### src/rtl/mod_adc_capture_pkg.sv
// Shared definitions for the ADC capture front-end: FSM state encodings,
// default word width and the saturation codes of a 16-bit offset-binary ADC.
package mod_adc_capture_pkg;

  typedef enum logic [1:0] {
    IDLE = 2'd0,
    CONV = 2'd1,
    READ = 2'd2
  } adcState_t;

  localparam int DATA_W_DEF = 16;

  localparam logic [DATA_W_DEF-1:0] SAT_LO = 16'h0000;
  localparam logic [DATA_W_DEF-1:0] SAT_HI = 16'hFFFF;

  // A word at either rail means the analog input is clipped.
  function automatic logic isSatWord(input logic [DATA_W_DEF-1:0] word);
    return (word == SAT_LO) || (word == SAT_HI);
  endfunction

endpackage

### src/rtl/mod_adc_capture_tick.sv
// Enable-gated sample-rate timer for the ADC capture front-end.
// Counts 0..SAMPLE_PERIOD-1 while enabled, sits at 0 while disabled, and
// raises pTick (combinational) whenever it is enabled and at count 0.
module mod_sample_tick #(
  parameter int SAMPLE_PERIOD = 1000
) (
  input  logic pClk,
  input  logic pRst,
  input  logic pEnable,
  output logic pTick
);

  localparam int TW = (SAMPLE_PERIOD > 1) ? $clog2(SAMPLE_PERIOD) : 1;

  logic [TW-1:0] timer;

  // Free-running period counter, parked at 0 whenever the timer is disabled.
  always_ff @(posedge pClk) begin
    if (!pRst) begin
      timer <= '0;
    end else if (!pEnable) begin
      timer <= '0;
    end else if (timer == TW'(SAMPLE_PERIOD - 1)) begin
      timer <= '0;
    end else begin
      timer <= timer + 1'b1;
    end
  end

  assign pTick = pEnable && (timer == '0);

endmodule

### src/rtl/mod_adc_capture.sv
// Serial ADC front-end: paces conversions with mod_sample_tick, drives CNV and
// SCLK from registers, shifts the result in MSB-first and presents a
// registered sample with a one-cycle valid strobe.
// Optional build macro ADC_SAT_DETECT_EN adds the registered saturation flag;
// without it pAdcSat is tied low.
// pAdcValid is a one-cycle strobe with no ready: the consumer must take
// pAdcData in the cycle pAdcValid is high; pAdcData then holds until the next.
module mod_adc_capture
  import mod_adc_capture_pkg::*;
#(
  parameter int CLK_DIV       = 4,
  parameter int CONV_CYCLES   = 100,
  parameter int SAMPLE_PERIOD = 1000,
  parameter int DATA_W        = DATA_W_DEF
) (
  input  logic              pClk,
  input  logic              pRst,
  input  logic              pEnable,
  input  logic              pAdcSdo,
  output logic              pAdcCnv,
  output logic              pAdcSclk,
  output logic [DATA_W-1:0] pAdcData,
  output logic              pAdcValid,
  output logic              pAdcBusy,
  output logic              pAdcOverrun,
  output logic              pAdcSat
);

  localparam int CW = $clog2(CONV_CYCLES + 1);
  localparam int PW = $clog2(2 * CLK_DIV);
  localparam int BW = $clog2(DATA_W);

  adcState_t         state, stateNext;
  logic [CW-1:0]     convCnt, convNext;
  logic [PW-1:0]     phaseCnt, phaseNext;
  logic [BW-1:0]     bitCnt, bitNext;
  // Only DATA_W-1 bits are stored; the final bit joins them on capture.
  logic [DATA_W-2:0] shiftReg, shiftNext;
  logic [DATA_W-1:0] capWord;
  logic              capture;
  logic              tick;

  logic              cnvReg, sclkReg, validReg, overrunReg;
  logic [DATA_W-1:0] dataReg;

  mod_sample_tick #(
    .SAMPLE_PERIOD(SAMPLE_PERIOD)
  ) uTick (
    .pClk   (pClk),
    .pRst   (pRst),
    .pEnable(pEnable),
    .pTick  (tick)
  );

  assign capWord = {shiftReg, pAdcSdo};

  // Next-state logic: conversion wait, then DATA_W SCLK slots of 2*CLK_DIV cycles.
  always_comb begin
    stateNext = state;
    convNext  = convCnt;
    phaseNext = phaseCnt;
    bitNext   = bitCnt;
    shiftNext = shiftReg;
    capture   = 1'b0;
    unique case (state)
      IDLE: begin
        if (tick) begin
          stateNext = CONV;
          convNext  = '0;
        end
      end
      CONV: begin
        if (convCnt == CW'(CONV_CYCLES - 1)) begin
          stateNext = READ;
          phaseNext = '0;
          bitNext   = '0;
        end else begin
          convNext = convCnt + 1'b1;
        end
      end
      READ: begin
        if (phaseCnt == PW'(2 * CLK_DIV - 1)) begin
          // Last high cycle of the slot: SDO has been stable since SCLK rose.
          shiftNext = capWord[DATA_W-2:0];
          phaseNext = '0;
          if (bitCnt == BW'(DATA_W - 1)) begin
            stateNext = IDLE;
            capture   = 1'b1;
          end else begin
            bitNext = bitCnt + 1'b1;
          end
        end else begin
          phaseNext = phaseCnt + 1'b1;
        end
      end
      default: stateNext = IDLE;
    endcase
  end

  // FSM state and datapath counters.
  always_ff @(posedge pClk) begin
    if (!pRst) begin
      state    <= IDLE;
      convCnt  <= '0;
      phaseCnt <= '0;
      bitCnt   <= '0;
      shiftReg <= '0;
    end else begin
      state    <= stateNext;
      convCnt  <= convNext;
      phaseCnt <= phaseNext;
      bitCnt   <= bitNext;
      shiftReg <= shiftNext;
    end
  end

  // Pin and result registers, computed from next state so pins align with the FSM.
  always_ff @(posedge pClk) begin
    if (!pRst) begin
      cnvReg     <= 1'b0;
      sclkReg    <= 1'b0;
      validReg   <= 1'b0;
      overrunReg <= 1'b0;
      dataReg    <= '0;
    end else begin
      cnvReg     <= (stateNext == CONV);
      sclkReg    <= (stateNext == READ) && (phaseNext >= PW'(CLK_DIV));
      validReg   <= capture;
      overrunReg <= tick && (state != IDLE);
      if (capture) begin
        dataReg <= capWord;
      end
    end
  end

`ifdef ADC_SAT_DETECT_EN
  logic satReg;

  // Saturation flag tracks the captured word and changes only on valid cycles.
  always_ff @(posedge pClk) begin
    if (!pRst) begin
      satReg <= 1'b0;
    end else if (capture) begin
      satReg <= isSatWord(capWord);
    end
  end

  assign pAdcSat = satReg;
`else
  assign pAdcSat = 1'b0;
`endif

  assign pAdcCnv     = cnvReg;
  assign pAdcSclk    = sclkReg;
  assign pAdcData    = dataReg;
  assign pAdcValid   = validReg;
  assign pAdcOverrun = overrunReg;
  assign pAdcBusy    = (state != IDLE);

endmodule
### config.mk
export PLATFORM = sky130hd
export DESIGN_NAME = mod_adc_capture
export DESIGN_NICKNAME = d
export VERILOG_FILES = /design/src/rtl/mod_adc_capture_pkg.sv /design/src/rtl/mod_adc_capture_tick.sv /design/src/rtl/mod_adc_capture.sv
export SDC_FILE = /design/constraint.sdc
export NUM_CORES = 1
export LEC_CHECK = 0
export CAP_MARGIN = 15
export CORE_MARGIN = 3
export CORE_UTILIZATION = 60
export CTS_BUF_LIST = sky130_fd_sc_hd__clkbuf_8 sky130_fd_sc_hd__clkbuf_16
export CTS_CLUSTER_SIZE = 14
export DETAILED_ROUTE_END_ITERATION = 12
export PLACE_DENSITY_LB_ADDON = 0.2
export SYNTH_ARGS = -nofsm -noshare
export SYNTH_HDL_FRONTEND = slang
export SYNTH_HIERARCHICAL = 1
export SYNTH_SLANG_ARGS = --single-unit
### constraint.sdc
create_clock -name pClk -period 3.4 [get_ports pClk]
set_input_delay 0.68 -clock pClk [delete_from_list [all_inputs] [get_ports pClk]]
set_output_delay 0.68 -clock pClk [all_outputs]
set_load 0.02 [all_outputs]
==> Word level (Yosys, flattened, before mapping) <==
Index checks and enable logic that the tools add are counted.
{ "classes": {"add_sub_neg": 4, "order_cmp": 1, "n_eq_ne": 13, "mux": 18, "bitwise": 2, "reduce_logical": 12} }
{ "op_table": {"columns": ["cell", "count"], "rows": [
  ["7-bit two-way mux", 2],
  ["7-bit case mux with 2 select lines", 1],
  ["4-bit two-way mux", 3],
  ["10-bit by 1-bit adder with 10-bit output, second input constant", 1],
  ["10-bit == test, second input constant", 1],
  ["10-bit zero test", 1],
  ["2-bit inequality test, second input constant", 5],
  ["2-bit two-way mux", 4],
  ["4-bit case mux with 2 select lines", 1],
  ["7-bit by 1-bit adder with 7-bit output, second input constant", 1],
  ["7-bit == test, second input constant", 1],
  ["3-bit two-way mux", 2],
  ["2-bit case mux with 3 select lines", 1],
  ["3-bit case mux with 2 select lines", 1],
  ["2-bit nonzero test", 3],
  ["4-bit by 1-bit adder with 4-bit output, second input constant", 1],
  ["2-bit by 1-bit == test with 1-bit output, second input constant", 2],
  ["2-bit == test, second input constant", 2],
  ["4-bit == test, second input constant", 1],
  ["4-bit AND reduction", 1],
  ["3-bit by 1-bit adder with 3-bit output, second input constant", 1],
  ["3-bit == test, second input constant", 1],
  ["3-bit greater-or-equal comparator, second input constant", 1],
  ["1-bit logical AND", 3],
  ["6 further kinds", 9]
]} }
{ "totals": {"regBits": 61, "in_bits": 4, "output_inout_bits": 22, "word_cells": 61} }

==> Logic depth before layout (Yosys ltp) <==
{ "depth": {"word_depth": 6, "ltp_mapped": 8, "ltp_nobuf": 8} }

==> Cells and area by module <==
The synthesis kept the hierarchy.
{ "modules_own_cells": {"columns": ["mod", "instances", "cells_per_inst", "area_per_inst_um2", "seq_area_each_um2"], "rows": [
  ["mod_adc_capture", 1, 255, 2105.8, 1021.0],
  ["mod_sample_tick", 1, 56, 486.7, 200.2]
]} }

==> Least setup slack after synthesis <==
No wires, ideal clock.
{ "synth_timing": {"kind": "register to register", "from": "reg uTick.timer[7]", "to": "reg convCnt[3]", "setup_time_ns": 0.133, "t_arrival_ns": 1.807, "required_time_ns": 3.267, "path_slack_ns": 1.461, "stages_incl_launch_ff": 7, "path_cell_list": "dfxtp_1 > or4_1 > nor4_1 > mux2i_1 > nor3b_1 > xnor2_1 > nor2_1"} }
{ "synth_between": {"elab_chain_cells": 4} }
{ "synth_rtl": {"columns": ["item", "line_no", "source"], "rows": [
  ["start, declared", "mod_adc_capture_tick.sv:15", "logic [TW-1:0] timer;"],
  ["start signal, assigned", "mod_adc_capture_tick.sv:26", "timer <= timer + 1'b1;"],
  ["10-bit zero test", "mod_adc_capture_tick.sv:30", "assign pTick = pEnable && (timer == '0);"],
  ["1-bit logical AND", "mod_adc_capture_tick.sv:30", null],
  ["net tick", "mod_adc_capture.sv:41", "logic tick;"],
  ["2-bit inequality test (no line)", null, null],
  ["3-bit AND reduction (no line)", null, null],
  ["end signal, assigned", "mod_adc_capture.sv:110", "convCnt <= convNext;"],
  ["end, declared", "mod_adc_capture.sv:34", "logic [CW-1:0] convCnt, convNext;"]
]} }
The timed path passes the listed nets, and every way through them passes these cells.
A chain may end at the register's enable or synchronous reset.

==> Worst setup path after layout <==
{ "layout_timing": {"from": "reg state[1]", "to": "out pAdcBusy"} }
{ "layout_between": {"elab_chain_cells": 1} }
{ "layout_rtl": {"columns": ["item", "line_no", "source"], "rows": [
  ["start, declared", "mod_adc_capture.sv:33", "adcState_t state, stateNext;"],
  ["start signal, assigned", "mod_adc_capture.sv:109", "state <= stateNext;"],
  ["2-bit nonzero test", "mod_adc_capture.sv:158", "assign pAdcBusy = (state != IDLE);"],
  ["end, declared", "mod_adc_capture.sv:24", "output logic pAdcBusy,"]
]} }
No other way between the ends.

==> results.py <==
metrics = {
    "sta": {
        "final.period_utilization": 0.723,
        "hold_viol": 0,
        "slew_viol_final": 0,
        "setup_viol": 0,
        "tightest_slew_ns": 0.771,
        "fin_ws_ns": 0.941,
        "finalSetupTns_ns": 0,
        "slew_headroom": 0.481,
        "rsz0062_at_grt": "no",
        "fmaxAchievable_ghz": 0.407,
        "min_period_ns": 2.46,
        "hold_ws_ns": 0.451,
        "skew_ns": 0.00433,
    },
    "synth": {
        "synth_ff_type": "dfxtp_1",
        "syn-num-nets": 325,
        "async_flop_share": 0,
        "yosys_warnings": 6,
        "synth_edf_count": 0,
        "synth_seq_cells": 61,
        "ys_types": 46,
        "syn_area_sq_um": 2590,
        "netlist_instances": 311,
        "seq_area_frac_synth": 0.471,
        "avgSynthCellArea_sq_um": 8.34,
    },
    "floorplanning": {
        "dieArea_sq_um": 5150,
        "rows": 23,
        "core_sq_um": 4090,
        "pin_count": 26,
        "die_x_um": 71.7,
        "floorplan.initialDensity": 0.634,
        "die_h_um": 71.7,
    },
    "clocking": {
        "htreeDepth": 3,
        "hold_buffers": 0,
        "cts.clk_slew.worst_paths_ns": 0.06,
        "post_cts_resized": 0,
        "cts_buffer_depth": 2,
        "root_buffer": "clkbuf_8",
        "post-cts-setup-buffers": 0,
        "cts_tree": "built",
        "insertion_delay_ns": 0.33,
        "cts_buffers": 9,
        "cts.sinks": 61,
    },
    "finish": {
        "final_cell_mix": "nand2_1 (76), dfxtp_1 (61), a21oi_1 (35)",
        "n_antenna_cell": 0,
        "final_net_count": 348,
        "drive_gt1_frac": 0.0682,
        "syn_to_final_growth_pct": 15.0,
        "mostFrequentLayoutCell": "nand2_1",
        "finalNonFillerCells": 387,
    },
    "power_and_ir_drop": {
        "switching_power_uw": 305,
        "combPwrFrac": 0.060,
        "seqPwrFrac": 0.556,
        "p_sw_frac": 0.235,
        "power.internal_uw": 996,
        "p_leak_nw": 1.05,
        "power_density_nw_per_um2": 437,
        "ir_drop_v": 0.000353,
        "p_clk_frac": 0.384,
    },
    "drt": {
        "vias_per_cell": 5.47,
        "wl_per_cell_um": 12.2,
        "vias": 2118,
        "drt_iter0_drc": 155,
        "ant_nets": 0,
        "dr.pass1.iters": 4,
        "drc_errors": 0,
        "drt_wl_total_mm": 4.73,
    },
    "placed_design": {
        "place.gp.congestion": 0.856,
        "port_buffers": 24,
        "dp_slack_ns": 0.664,
        "detailedPlacementHpwl_mm": 3.22,
        "dp_cells": 373,
    },
    "worst_setup_path": {
        "path_cells": "inv_1 > ha_1 > inv_1 > clkdlybuf4s50_1",
        "worstSetupEndpointType": "output port",
        "crit_arrival_ns": 1.78,
        "worst-path-buf-inv": 3,
        "critPathMaxFanout": 6,
        "crit_type": "register to output port",
        "start_kind": "register",
        "crit_top_cell": "inv_1",
        "path_delay_family": "buffers and inverters",
        "worstPathRequired_ns": 2.72,
        "slowest_delay_ns": 0.60,
        "cpMaxStageDelayCell": "clkdlybuf4s50_1",
        "r2r_slack_ns": 1.03,
    },
    "run_status": {
        "status": "completed",
    },
    "global_routing": {
        "antenna_found_initial": 0,
        "grt_pass1_wl_mm": 8.16,
        "first_global_vias": 1879,
        "grt_max_degree": 30,
        "grt-ovfl-total": 0,
        "grtUsageTotal": 0.201,
    },
    "min_path": {
        "hold_class": "register to register",
    },
    "run": {
        "cap_violations": 0,
    },
}
synth_stat cells, types with 4 or more instances:
cell type / count / share of area
and3_1: 4 / 0.0097
nand3_1: 13 / 0.025
inv_1: 8 / 0.012
a21oi_1: 35 / 0.068
a31oi_1: 4 / 0.0097
dfxtp_1: 61 / 0.47
xor2_1: 4 / 0.014
nand2_1: 76 / 0.11
ha_1: 10 / 0.048
nor3_1: 6 / 0.012
xnor2_1: 6 / 0.020
nand4_1: 7 / 0.017
clkbuf_1: 10 / 0.014
nor2_1: 20 / 0.029
o21ai_0: 7 / 0.014
power by group through the flow:
stage	clock network, mW	logic, mW	registers (mW)
after floorplan	0	0.0551	0.741
after global placement	0	0.0774	0.739
after detailed placement	0	0.0786	0.739
after CTS	0.508	0.0787	0.723
after global routing	0.542	0.0873	0.724
final	0.500	0.0786	0.723
routing by layer:
metal	wire length (um)	track usage	vias up	share of wire
met2	2220	0.318	39	0.47
met1	2250	0.245	974	0.48
li1	-	-	1097	-
met3	168	0.0477	8	0.035
met5	0	0	-	0
met4	89	0.127	0	0.019
cells by family after synthesis:
| kind of cell | after synthesis | synth area share |
|---|---|---|
| simple gates | 146 | 0.261 |
| flops | 61 | 0.471 |
| compound gates | 57 | 0.128 |
| buf+inv | 22 | 0.0405 |
| fa+ha+maj | 10 | 0.0483 |
| xor+xnor | 10 | 0.0338 |
| mux | 4 | 0.0159 |
| other cells | 1 | 0.00145 |
through the flow:
stage                     total power [mW]  cell area (sq um)   util
final                                 1.30               2980  0.730
after global routing                  1.35               2980  0.730
after CTS                             1.31               2980  0.730
after detailed placement             0.818               2840  0.694
after global placement               0.816               2840  0.694
after floorplan                      0.796               2590      -
path summary, 6_finish.rpt:
check / start / endpoint / cells past startpoint
worst min-delay path: pAdcData[7] / pAdcData[7] / 2
worst max register to register: uTick/timer[7] / convCnt[3] / 6
worst max-delay path: state[1] / pAdcBusy / 4
worst min register to register: pAdcData[7] / pAdcData[7] / 2
area by class of cell:
type / count / area (sq um)
clock buffer: 9 / 124
clock inverter: 5 / 22.5
fill: 350 / 1100
inverter: 8 / 30.0
multi-input combinational: 228 / 1270
sequential: 61 / 1220
tap: 50 / 62.6
timing repair buffer: 26 / 255
worst register-to-register path: cells and delay by family, from the launching register on:
kind,cells,cell delay (ns)
mux,1,0.24
xor+xnor,1,0.15
simple gates,4,1.49
flops,1,0.35
registers in the layout (all words and copies together) (netlist names), named ones only:
| signal | cells |
|---|---|
| pAdcValid | 1 |
| bitCnt | 4 |
| phaseCnt | 1 |
| pAdcData | 16 |
| uTick/timer | 10 |
| pAdcCnv | 1 |
| pAdcSclk | 1 |
| pAdcOverrun | 1 |
| state | 2 |
| shiftReg | 15 |
| convCnt | 7 |
Note: power is estimated with default switching activity, not from simulation.
